==> config.mk <==
export PLATFORM = sky130hd
export DESIGN_NAME = opc5_boot_loader_flat
export DESIGN_NICKNAME = d
export VERILOG_FILES = /design/src/rtl/opc5_pkg.sv /design/src/rtl/opc5_boot_loader_if.sv /design/src/rtl/opc5_boot_hold_counter.sv /design/src/rtl/opc5_boot_loader.sv /design/src/flat_wrapper.sv
export SDC_FILE = /design/constraint.sdc
export NUM_CORES = 1
export LEC_CHECK = 0
export BUFFER_PORTS_ARGS = -buffer_cell sky130_fd_sc_hd__buf_4
export CAP_MARGIN = 10
export CORE_MARGIN = 8
export CORE_UTILIZATION = 40
export CTS_CLUSTER_DIAMETER = 200
export DETAILED_ROUTE_END_ITERATION = 6
export GPL_TIMING_DRIVEN = 0
export SYNTH_ARGS = -nofsm -noshare
export SYNTH_HDL_FRONTEND = slang
export SYNTH_HIERARCHICAL = 1
export SYNTH_SLANG_ARGS = --single-unit
==> constraint.sdc <==
create_clock -name clk -period 3.33 [get_ports clk]
set_input_delay 0 -clock clk [delete_from_list [all_inputs] [get_ports clk]]
set_output_delay 0 -clock clk [all_outputs]
set_load 0.02 [all_outputs]
==> src/rtl/opc5_pkg.sv <==
// Shared definitions for the OPC5 boot loader: FSM state encodings,
// the frame magic word and the stream/bus word width.
package opc5_pkg;

    localparam int          WORD_W     = 16;
    localparam logic [15:0] BOOT_MAGIC = 16'h0C55;

    typedef enum logic [2:0] {
        S_MAGIC = 3'd0,
        S_BASE  = 3'd1,
        S_COUNT = 3'd2,
        S_DATA  = 3'd3,
        S_CSUM  = 3'd4,
        S_HOLD  = 3'd5,
        S_RUN   = 3'd6,
        S_ERROR = 3'd7
    } boot_state_t;

    // Stream handshake is open only while a frame is being received.
    function automatic logic state_accepts(input boot_state_t st);
        logic acc;
        case (st)
            S_MAGIC, S_BASE, S_COUNT, S_DATA, S_CSUM: acc = 1'b1;
            default:                                  acc = 1'b0;
        endcase
        return acc;
    endfunction

endpackage

==> src/rtl/opc5_boot_loader_if.sv <==
// Stream-in and memory-write signals of the OPC5 boot loader.
//   in_valid/in_data/in_ready : 16-bit valid/ready program stream
//   mem_address/mem_data/mem_we : loader write port onto the memory bus
// slave  : loader side (consumes stream, drives memory writes)
// master : environment side (drives stream, observes memory writes)
interface opc5_boot_loader_if;
    import opc5_pkg::*;

    logic              in_valid;
    logic [WORD_W-1:0] in_data;
    logic              in_ready;
    logic [WORD_W-1:0] mem_address;
    logic [WORD_W-1:0] mem_data;
    logic              mem_we;

    modport slave (
        input  in_valid, in_data,
        output in_ready, mem_address, mem_data, mem_we
    );

    modport master (
        output in_valid, in_data,
        input  in_ready, mem_address, mem_data, mem_we
    );
endinterface

==> src/rtl/opc5_boot_hold_counter.sv <==
// Loadable 8-bit down-counter with a registered done flag; times how long
// the CPU is held in reset after the loader releases the memory bus.
//   clk, reset_b : clock, asynchronous active-low reset
//   load_i       : load load_val_i (has priority over en_i)
//   load_val_i   : value to load
//   en_i         : decrement by one while non-zero
//   done_o       : counter is zero
module opc5_boot_hold_counter (
    input  logic       clk,
    input  logic       reset_b,
    input  logic       load_i,
    input  logic [7:0] load_val_i,
    input  logic       en_i,
    output logic       done_o
);

    logic [7:0] count_q, count_d;
    logic       done_q;

    // Next count: load, decrement (saturating at zero) or hold.
    always_comb begin
        count_d = count_q;
        if (load_i) begin
            count_d = load_val_i;
        end else if (en_i && (count_q != 8'd0)) begin
            count_d = count_q - 8'd1;
        end else begin
            count_d = count_q;
        end
    end

    // Counter and done flag registers.
    always_ff @(posedge clk or negedge reset_b) begin
        if (!reset_b) begin
            count_q <= 8'd0;
            done_q  <= 1'b1;
        end else begin
            count_q <= count_d;
            done_q  <= (count_d == 8'd0);
        end
    end

    assign done_o = done_q;

endmodule

==> src/rtl/opc5_boot_loader.sv <==
// OPC5 boot loader: holds the CPU in reset and owns the memory bus while a
// framed image (MAGIC, base, count N, N payload words, checksum) arrives on
// the stream; writes each payload word to base+index, verifies the 16-bit
// additive checksum, then releases the bus and, HOLD_CYCLES later, the CPU.
//   clk, reset_b : clock, asynchronous active-low reset
//   bus          : stream input and memory write port (slave modport)
//   reload_req   : restart loading (acted on only in RUN and ERROR)
//   bus_owner    : 1 = loader drives the memory bus
//   cpu_reset_b  : active-low CPU reset
//   busy         : loading or holding
//   error        : magic or checksum failure
module opc5_boot_loader
    import opc5_pkg::*;
#(
    parameter logic [15:0] MAGIC       = BOOT_MAGIC,
    parameter int          HOLD_CYCLES = 4
) (
    input  logic                      clk,
    input  logic                      reset_b,
    opc5_boot_loader_if.slave         bus,
    input  logic                      reload_req,
    output logic                      bus_owner,
    output logic                      cpu_reset_b,
    output logic                      busy,
    output logic                      error
);

    boot_state_t       state_q, state_d;
    logic [WORD_W-1:0] base_q, base_d;
    logic [WORD_W-1:0] count_q, count_d;
    logic [WORD_W-1:0] index_q, index_d;
    logic [WORD_W-1:0] sum_q, sum_d;
    logic [WORD_W-1:0] mem_address_q, mem_address_d;
    logic [WORD_W-1:0] mem_data_q, mem_data_d;
    logic              mem_we_q, mem_we_d;
    logic              in_ready_q, in_ready_d;
    logic              bus_owner_q, bus_owner_d;
    logic              cpu_reset_b_q, cpu_reset_b_d;
    logic              busy_q, busy_d;
    logic              error_q, error_d;

    logic              accept_s;
    logic [WORD_W-1:0] index_nxt_s;
    logic              hold_load_s;
    logic              hold_en_s;
    logic              hold_done_s;

    assign accept_s    = bus.in_valid & in_ready_q;
    assign index_nxt_s = index_q + 16'd1;

    opc5_boot_hold_counter u_hold (
        .clk        (clk),
        .reset_b    (reset_b),
        .load_i     (hold_load_s),
        .load_val_i (8'(HOLD_CYCLES)),
        .en_i       (hold_en_s),
        .done_o     (hold_done_s)
    );

    // Frame parser: next state, frame registers and the write stage.
    always_comb begin
        state_d       = state_q;
        base_d        = base_q;
        count_d       = count_q;
        index_d       = index_q;
        sum_d         = sum_q;
        mem_we_d      = 1'b0;
        mem_address_d = mem_address_q;
        mem_data_d    = mem_data_q;
        hold_load_s   = 1'b0;
        hold_en_s     = 1'b0;
        case (state_q)
            S_MAGIC: begin
                if (accept_s) begin
                    state_d = (bus.in_data == MAGIC) ? S_BASE : S_ERROR;
                end else begin
                    state_d = S_MAGIC;
                end
            end
            S_BASE: begin
                if (accept_s) begin
                    base_d  = bus.in_data;
                    state_d = S_COUNT;
                end else begin
                    state_d = S_BASE;
                end
            end
            S_COUNT: begin
                if (accept_s) begin
                    count_d = bus.in_data;
                    index_d = 16'd0;
                    sum_d   = 16'd0;
                    state_d = (bus.in_data == 16'd0) ? S_CSUM : S_DATA;
                end else begin
                    state_d = S_COUNT;
                end
            end
            S_DATA: begin
                if (accept_s) begin
                    // Write lands one cycle after acceptance; address wraps mod 2^16.
                    mem_we_d      = 1'b1;
                    mem_address_d = base_q + index_q;
                    mem_data_d    = bus.in_data;
                    index_d       = index_nxt_s;
                    sum_d         = sum_q + bus.in_data;
                    state_d       = (index_nxt_s == count_q) ? S_CSUM : S_DATA;
                end else begin
                    state_d = S_DATA;
                end
            end
            S_CSUM: begin
                if (accept_s) begin
                    if (bus.in_data == sum_q) begin
                        state_d     = S_HOLD;
                        hold_load_s = 1'b1;
                    end else begin
                        state_d = S_ERROR;
                    end
                end else begin
                    state_d = S_CSUM;
                end
            end
            S_HOLD: begin
                if (hold_done_s) begin
                    state_d = S_RUN;
                end else begin
                    hold_en_s = 1'b1;
                    state_d   = S_HOLD;
                end
            end
            S_RUN, S_ERROR: begin
                if (reload_req) begin
                    state_d = S_MAGIC;
                end else begin
                    state_d = state_q;
                end
            end
            default: begin
                state_d = S_ERROR;
            end
        endcase
    end

    // Status outputs are decoded from the next state so they register
    // in step with the state transition.
    always_comb begin
        in_ready_d    = state_accepts(state_d);
        bus_owner_d   = 1'b1;
        cpu_reset_b_d = 1'b0;
        busy_d        = 1'b1;
        error_d       = 1'b0;
        case (state_d)
            S_HOLD: begin
                bus_owner_d = 1'b0;
            end
            S_RUN: begin
                bus_owner_d   = 1'b0;
                cpu_reset_b_d = 1'b1;
                busy_d        = 1'b0;
            end
            S_ERROR: begin
                busy_d  = 1'b0;
                error_d = 1'b1;
            end
            default: begin
                bus_owner_d = 1'b1;
            end
        endcase
    end

    // State, frame and output registers.
    always_ff @(posedge clk or negedge reset_b) begin
        if (!reset_b) begin
            state_q       <= S_MAGIC;
            base_q        <= 16'd0;
            count_q       <= 16'd0;
            index_q       <= 16'd0;
            sum_q         <= 16'd0;
            mem_we_q      <= 1'b0;
            mem_address_q <= 16'd0;
            mem_data_q    <= 16'd0;
            in_ready_q    <= 1'b0;
            bus_owner_q   <= 1'b1;
            cpu_reset_b_q <= 1'b0;
            busy_q        <= 1'b1;
            error_q       <= 1'b0;
        end else begin
            state_q       <= state_d;
            base_q        <= base_d;
            count_q       <= count_d;
            index_q       <= index_d;
            sum_q         <= sum_d;
            mem_we_q      <= mem_we_d;
            mem_address_q <= mem_address_d;
            mem_data_q    <= mem_data_d;
            in_ready_q    <= in_ready_d;
            bus_owner_q   <= bus_owner_d;
            cpu_reset_b_q <= cpu_reset_b_d;
            busy_q        <= busy_d;
            error_q       <= error_d;
        end
    end

    assign bus.in_ready    = in_ready_q;
    assign bus.mem_we      = mem_we_q;
    assign bus.mem_address = mem_address_q;
    assign bus.mem_data    = mem_data_q;
    assign bus_owner       = bus_owner_q;
    assign cpu_reset_b     = cpu_reset_b_q;
    assign busy            = busy_q;
    assign error           = error_q;

endmodule

==> src/flat_wrapper.sv <==
// flat-port wrapper written by rule: the top's interface ports become plain ports
module opc5_boot_loader_flat import opc5_pkg::*;
#(
    parameter logic [15:0] MAGIC       = BOOT_MAGIC,
    parameter int          HOLD_CYCLES = 4
)
  (clk, reset_b, reload_req, bus_owner, cpu_reset_b, busy, error, bus_in_valid, bus_in_data, bus_in_ready, bus_mem_address, bus_mem_data, bus_mem_we);
  opc5_boot_loader_if bus_i ();
  input  logic clk;
  input  logic reset_b;
  input  logic reload_req;
  output logic bus_owner;
  output logic cpu_reset_b;
  output logic busy;
  output logic error;
  input wire logic [$bits(bus_i.in_valid)-1:0] bus_in_valid;
  input wire logic [$bits(bus_i.in_data)-1:0] bus_in_data;
  output wire logic [$bits(bus_i.in_ready)-1:0] bus_in_ready;
  output wire logic [$bits(bus_i.mem_address)-1:0] bus_mem_address;
  output wire logic [$bits(bus_i.mem_data)-1:0] bus_mem_data;
  output wire logic [$bits(bus_i.mem_we)-1:0] bus_mem_we;
  assign bus_i.in_valid = bus_in_valid;
  assign bus_i.in_data = bus_in_data;
  assign bus_in_ready = bus_i.in_ready;
  assign bus_mem_address = bus_i.mem_address;
  assign bus_mem_data = bus_i.mem_data;
  assign bus_mem_we = bus_i.mem_we;
  opc5_boot_loader #(.MAGIC(MAGIC), .HOLD_CYCLES(HOLD_CYCLES)) u_core (.clk(clk), .reset_b(reset_b), .bus(bus_i), .reload_req(reload_req), .bus_owner(bus_owner), .cpu_reset_b(cpu_reset_b), .busy(busy), .error(error));
endmodule
==> run metrics, run 1 <==
sequential power share roughly a third; crit path kind reg2reg; Slew Viols, Final 0; slew at the pin with the worst max-slew slack around 0.76 ns; die width around 150 um; Avg WL per Cell around 17 um; Final ANT Viol Nets 0; slowest CP cell or4_1; ys flop type dfrtp_1; biggest area consumer among synthesized cells dfrtp_1; Worst Setup SP u_core/sum_q[8]$_DFFE_PN0P_; final total power about 7.0 mW; worst-skew pair later-pin latency about 0.42 ns; highest routed layer met4; asr flop ratio synth 100.0%; top cells by area, synth dfrtp_1, nand2_1, ha_1, mux2_2, o21ai_0; synthesis-to-finish area growth 23.07%; Cell Area, Synth roughly 6700 um^2; row cnt 47; I/O pin total 58; Ys Warns 6; final hold vios 0; Worst-path clk slew approximately 0.05 ns; Sw Share 37.29%; GP Congestion 0.8748; Final #Nets between 800 and 900; Net Sw Power 2.609 mW; crit path DAT between 3 and 4 ns; Critical R2R Launch u_core/sum_q[8]$_DFFE_PN0P_; CP most frequent cell nor4_2; RSZ-0062 raised after global routing false; pwr dens around 850 nW/um^2; share of cells above drive strength 1 between 10% and 20%; register area share after synthesis a little over two fifths; largest net degree at the start of global routing slightly below 90; Startpoint Class flip-flop; TritonRoute pass-1 iters 4; max-cap viol count 0; drt total wl between 15 and 20 mm; power share of the clock group 24.8%; metal2 WL between 8 and 9 mm; R2R depth 10; Non-Filler Instances between 1000 and 1500; Detailed Place HPWL between 10 and 15 mm; Die H about 150 um; n_diodes 0; Vias/cell 5.467; Max stage delay on crit path between 0.5 and 0.6 ns; root buffer cell clkbuf_16; most common cell in the netlist nand2_1; total number of vias between 5000 and 6000; vias in the first global route about 5800; CTS tree built; Fmax between 0.3 and 0.4 GHz; top post-synthesis cells by count nand2_1, dfrtp_1, o21ai_0; delay-heaviest family, CP simple AND/OR/NAND/NOR gates; Final period util ~96%; Synth Register Bits between 100 and 150; Setup-failing EPs final 0; worst-case vdd ir drop 359.6 uV; M1 WL 7.502 mm; CP max FO 7; GRT overflow 0; GRT Total Usage between 10% and 20%; clock buffer depth 2; Clock Skews approximately 0.007 ns; Final min period 3.184 ns; Hold Crit Class in2async; I/O Buffers between 50 and 60; worst reg2reg endpoint u_core/u_hold/done_o$_DFF_PN1_; crit-path cells ha_1, or4_1, nor4_2, and4_4, and3_4, inv_1, o311a_1, a221o_1, or3_1, nor4_2; Logic pwr share 42.5%; post-route cell area around 8200 um^2; Lkg Pwr around 3.7 nW; cts bufs inserted 17; global-route wire length before repair approximately 30 mm; area of the core ~16000 um^2; status complete, no violations; Starting Density approximately two fifths; Synth Instances between 600 and 700; Rel. slew slack about half; H-tree depth 4; endpoint type of the worst setup path flip-flop; Die ar. 21080 um^2; R2R setup slack between 0.1 and 0.15 ns; post-synthesis cell type count 72; synthesized area per cell 9.577 um^2; Critical Path RT between 3 and 4 ns; Iter 0 DRT Violations roughly 280; CTS sink count approximately 110; # DRC 0; placed cell count around 980; DR WL met3 approximately 740 um; internal power 4.388 mW; share of the synthesized area in the top cell type 41.61%; number of synthesized flops with an enable pin 0; placed standard-cell area 7453 um^2; initial antenna violation count 0; Buf+Inv Stages, Crit Path 1
area by class of cell:
type / count / area (um^2)
Clock inverter: 5 / 52.55
Inverter: 18 / 67.56
Fill cell: 1565 / 8250
Buffer: 26 / 116.4
Tap cell: 220 / 275.3
Multi-Input combinational cell: 546 / 3690
Clock buffer: 27 / 513.0
Sequential cell: 114 / 2856
Timing Repair Buffer: 77 / 644.4
how the worst max path moves through the flow:
| stage | end | slack (ns) | depth (start not counted) |
|---|---|---|---|
| floorplan | u_core/u_hold/done_o$_DFF_PN1_ | 0.35 | 11 |
| global placement | u_core/u_hold/done_o$_DFF_PN1_ | -0.15 | 11 |
| detailed placement | u_core/u_hold/done_o$_DFF_PN1_ | -0.25 | 11 |
| CTS | u_core/u_hold/done_o$_DFF_PN1_ | 0.05 | 10 |
| global route | u_core/u_hold/done_o$_DFF_PN1_ | 0.004 | 10 |
| finish | u_core/u_hold/done_o$_DFF_PN1_ | 0.15 | 10 |
timing repair:
| item | 4_1_cts | 5_1_grt |
|---|---|---|
| gates resized for setup | 2 | 5 |
| hold buffers | 17 | 0 |
| hold endpoints to repair | 162 | 0 |
| setup endpoints to repair | 1 | 1 |
| gates cloned | 0 | 0 |
| pin swaps | 1 | 0 |
| buffers inserted | 1 | 0 |
power by group through the flow:
| stage | Clock, mW | Sequential [mW] | Combinational [mW] |
|---|---|---|---|
| global placement | 0 | 2.27 | 2.85 |
| floorplan | 0 | 2.45 | 1.88 |
| CTS | 1.77 | 2.29 | 2.99 |
| detailed placement | 0 | 2.31 | 2.96 |
| global route | 1.84 | 2.36 | 3.31 |
| finish | 1.74 | 2.28 | 2.98 |
cells by family (layout without fill, tap and decap cells):
| family | count (synthesis) | count (layout) | share of synthesized area, % |
|---|---|---|---|
| flops | 114 | 114 | 42.79 |
| simple gates | 251 | 251 | 18.88 |
| compound gates | 158 | 158 | 15.20 |
| fa+ha+maj | 35 | 35 | 6.785 |
| other cells | 2 | 10 | 0.1125 |
| xor+xnor | 53 | 53 | 6.954 |
| buf+inv | 45 | 153 | 2.811 |
| mux | 39 | 39 | 6.467 |
metal layers:
| layer | vias to the layer above | global-route usage (%) |
|---|---|---|
| met4 | 0 | 7.600 |
| met1 | 2773 | 20.48 |
| met5 | - | 0 |
| li1 | 2699 | - |
| met3 | 25 | 4.136 |
| met2 | 150 | 29.04 |
state kept, by name (all words and copies together), names as in the netlist:
signal and count:
u_core/base_q 16, u_core/u_hold/done_o 1, u_core/bus_owner 1, u_core/count_q 16
u_core/state_q 3, u_core/busy 1, u_core/index_q 16, u_core/bus.mem_we 1
u_core/bus.in_ready 1, u_core/sum_q 16, u_core/error 1, u_core/bus.mem_address 16
u_core/cpu_reset_b 1, u_core/bus.mem_data 16, u_core/u_hold/count_q 8
cells in the final DEF (no fill, tap or decap), drive strengths merged, types with 4 or more instances in the layout:
master and count:
dlygate4sd3 17, xnor2 29, o21ai 58, nor2b 5
and2 9, mux2 33, o21bai 6, nor2 35
nand3 16, or4 6, a22o 5, inv 17
clkbuf 47, nor4 10, o31ai 10, xor2 24
or2 4, and4 4, a21o 9, conb 10
and3 8, a21oi 25, clkinv 4, or3 5
nand4 7, nor3 17, ha 33, nand2 112
mux2i 6, buf 66, o21a 8, dfrtp 111
a31oi 9
metrics by stage:
step | hold slack (ns) | util, % | worst slack, ns | TNS, ns
floorplan | -0.2956 | - | 0.3524 | 0
global placement | 0.2524 | 44.99 | -0.1453 | -1.063
detailed placement | -0.1081 | 45.27 | -0.2534 | -0.2534
CTS | 0.03538 | 49.80 | 0.04539 | 0
global route | 0.04656 | 49.89 | 0.004163 | 0
finish | 0.03849 | 49.89 | 0.1463 | 0
No activity file was read; power rests on OpenSTA's default activity.
==> inputs of run 2 (changes only) <==
Clock period 3.33 ns to 3.5 ns, I/O delays scaled along.
==> run 2 against run 1 <==
Compared with the run above: flip-flop and latch count is the same; first-iteration DRC count grew 4.9%; sequential share of layout area grew 0.090 points; clock-buffer cell count is the same; global-route usage is the same; register-to-register slack gained 0.07 ns; largest cell class unchanged.
==> run metrics, run 2 (synthesized netlist as in run 1, its figures left out) <==
highest-count cells in the layout ignoring fill and taps nand2_1, dfrtp_1, buf_4, o21ai_0, nor2_1; Starting Density between 40% and 50%; M1 WL about 7.5 mm; Sum Neg Setup Slack 0 ns; placed standard-cell area approximately 7500 um^2; CTS tree built; Final ANT Viol Nets 0; Die H roughly 150 um; worst-skew pair later-pin latency about 0.42 ns; final total power around 6.6 mW; clock buffer depth 2; share of cells above drive strength 1 around 18%; Hold Crit Class in2async; status complete, no violations; # DRC 0; n_diodes 0; crit path kind reg2reg; synthesis-to-finish area growth 22.76%; max-cap viol count 0; Vias/cell approximately 5.4; total number of vias ~5600; H-tree depth 4; Startpoint Class flip-flop; I/O pin total 58; Iter 0 DRT Violations 298; Clock Skews ~0.007 ns; endpoint type of the worst setup path flip-flop; Rel. slew slack between 40% and 50%; GRT overflow 0; crit path DAT about 3.6 ns; area of the core around 16000 um^2; Die ar. 21080 um^2; row cnt 47; Avg WL per Cell ~17 um; DR WL met3 around 830 um; Slew Viols, Final 0; CP max FO 7; slew at the pin with the worst max-slew slack roughly 0.86 ns; GRT Total Usage between 10% and 20%; largest net degree at the start of global routing 89; initial antenna violation count 0; Setup-failing EPs final 0; Critical Path RT between 3 and 4 ns; worst-case vdd ir drop approximately 340 uV; vias in the first global route about 5800; most common cell after layout, fill and taps aside nand2_1; Post-Route Utilization 49.76%; global-route wire length before repair 29.28 mm; pwr dens 811.5 nW/um^2; Final #Nets roughly 850; final hold vios 0; metal2 WL around 8.7 mm; RSZ-0062 raised after global routing false; Lkg Pwr between 3 and 4 nW; Worst Setup SP u_core/sum_q[9]$_DFFE_PN0P_; CTS sink count between 100 and 150; GP Congestion slightly below 0.9; die width about 150 um; drt total wl 17.47 mm; highest routed layer met4; root buffer cell clkbuf_16; Non-Filler Instances 1032; TritonRoute pass-1 iters 4; Critical R2R Launch u_core/sum_q[9]$_DFFE_PN0P_; cts bufs inserted 17; post-route cell area 8194 um^2; placed cell count between 900 and 1000; I/O Buffers 57; Final period util a little over nine tenths; Detailed Place HPWL between 10 and 15 mm; Worst-path clk slew 0.05 ns; Fmax 0.3047 GHz; Final min period roughly 3.3 ns
==> run 2: cell count changes in the layout (fill, tap and decap cells not counted) <==
cell	change
and3_2	+1
and3_4	-1
and4_2	+1
and4_4	-1
buf_4	-1
ha_1	+1
ha_2	-1
nor4bb_1	+1
nor4bb_2	-1
==> run 2: what timing repair did <==
item,CTS,global route
hold buffers,17,0
buffers inserted,0,0
endpoints found under the setup margin,1,1
endpoints found under the hold margin,162,0
resized for setup,0,3
==> run 2: where the power goes <==
group	total, mW	internal [mW]	switching [mW]
Sequential	2.17	1.83	0.343
Clock	1.65	1.07	0.588
Combinational	2.82	1.28	1.55
Total	6.65	4.17	2.48
==> run 2: layout make-up <==
class                      instances  area (um^2)
inverter                          18        67.56
clock inverter                     5        52.55
multi-input combinational        546         3676
clock buffer                      27        513.0
buffer                            26        116.4
timing repair buffer              76        636.9
tap                              220        275.3
fill                            1570         8272
sequential                       114         2856
==> run 2: worst max-delay path, stage by stage, from the launching register on <==
cell and delay, ns:
dfrtp_1 0.37, ha_1 0.36, or4_1 0.55, nor4_2 0.16, and4_2 0.31, and3_2 0.28
inv_1 0.15, o311a_1 0.17, a221o_1 0.29, or3_1 0.40, nor4_2 0.16
==> run 2: worst paths after layout <==
kind,slack (ns),end,cells past startpoint
setup / recovery,0.22,u_core/u_hold/done_o$_DFF_PN1_,10
hold / removal,0.04,u_core/bus.mem_data[3]$_DFFE_PN0P_,2
setup reg to reg,0.22,u_core/u_hold/done_o$_DFF_PN1_,10
hold reg to reg,0.47,u_core/bus.mem_data[15]$_DFFE_PN0P_,2
max in group asynchronous,2.73,u_core/bus.mem_data[7]$_DFFE_PN0P_,3
min in group clk,0.07,u_core/error$_DFF_PN0_,5
==> run 2: per-stage QoR <==
step	worst slack, ns	hold slack, ns
detailed placement	-0.08340	-0.1081
global placement	0.02469	0.2524
global route	0.04658	0.04656
finish	0.2180	0.03850
CTS	0.02974	0.03538
floorplan	0.5224	-0.2956
==> run 2: per-layer routing <==
metal  global-route usage, %  up-vias
met2                   28.97      147
met5                       0        -
met3                   4.198       23
li1                        -     2697
met1                   20.46     2749
met4                   7.704        0
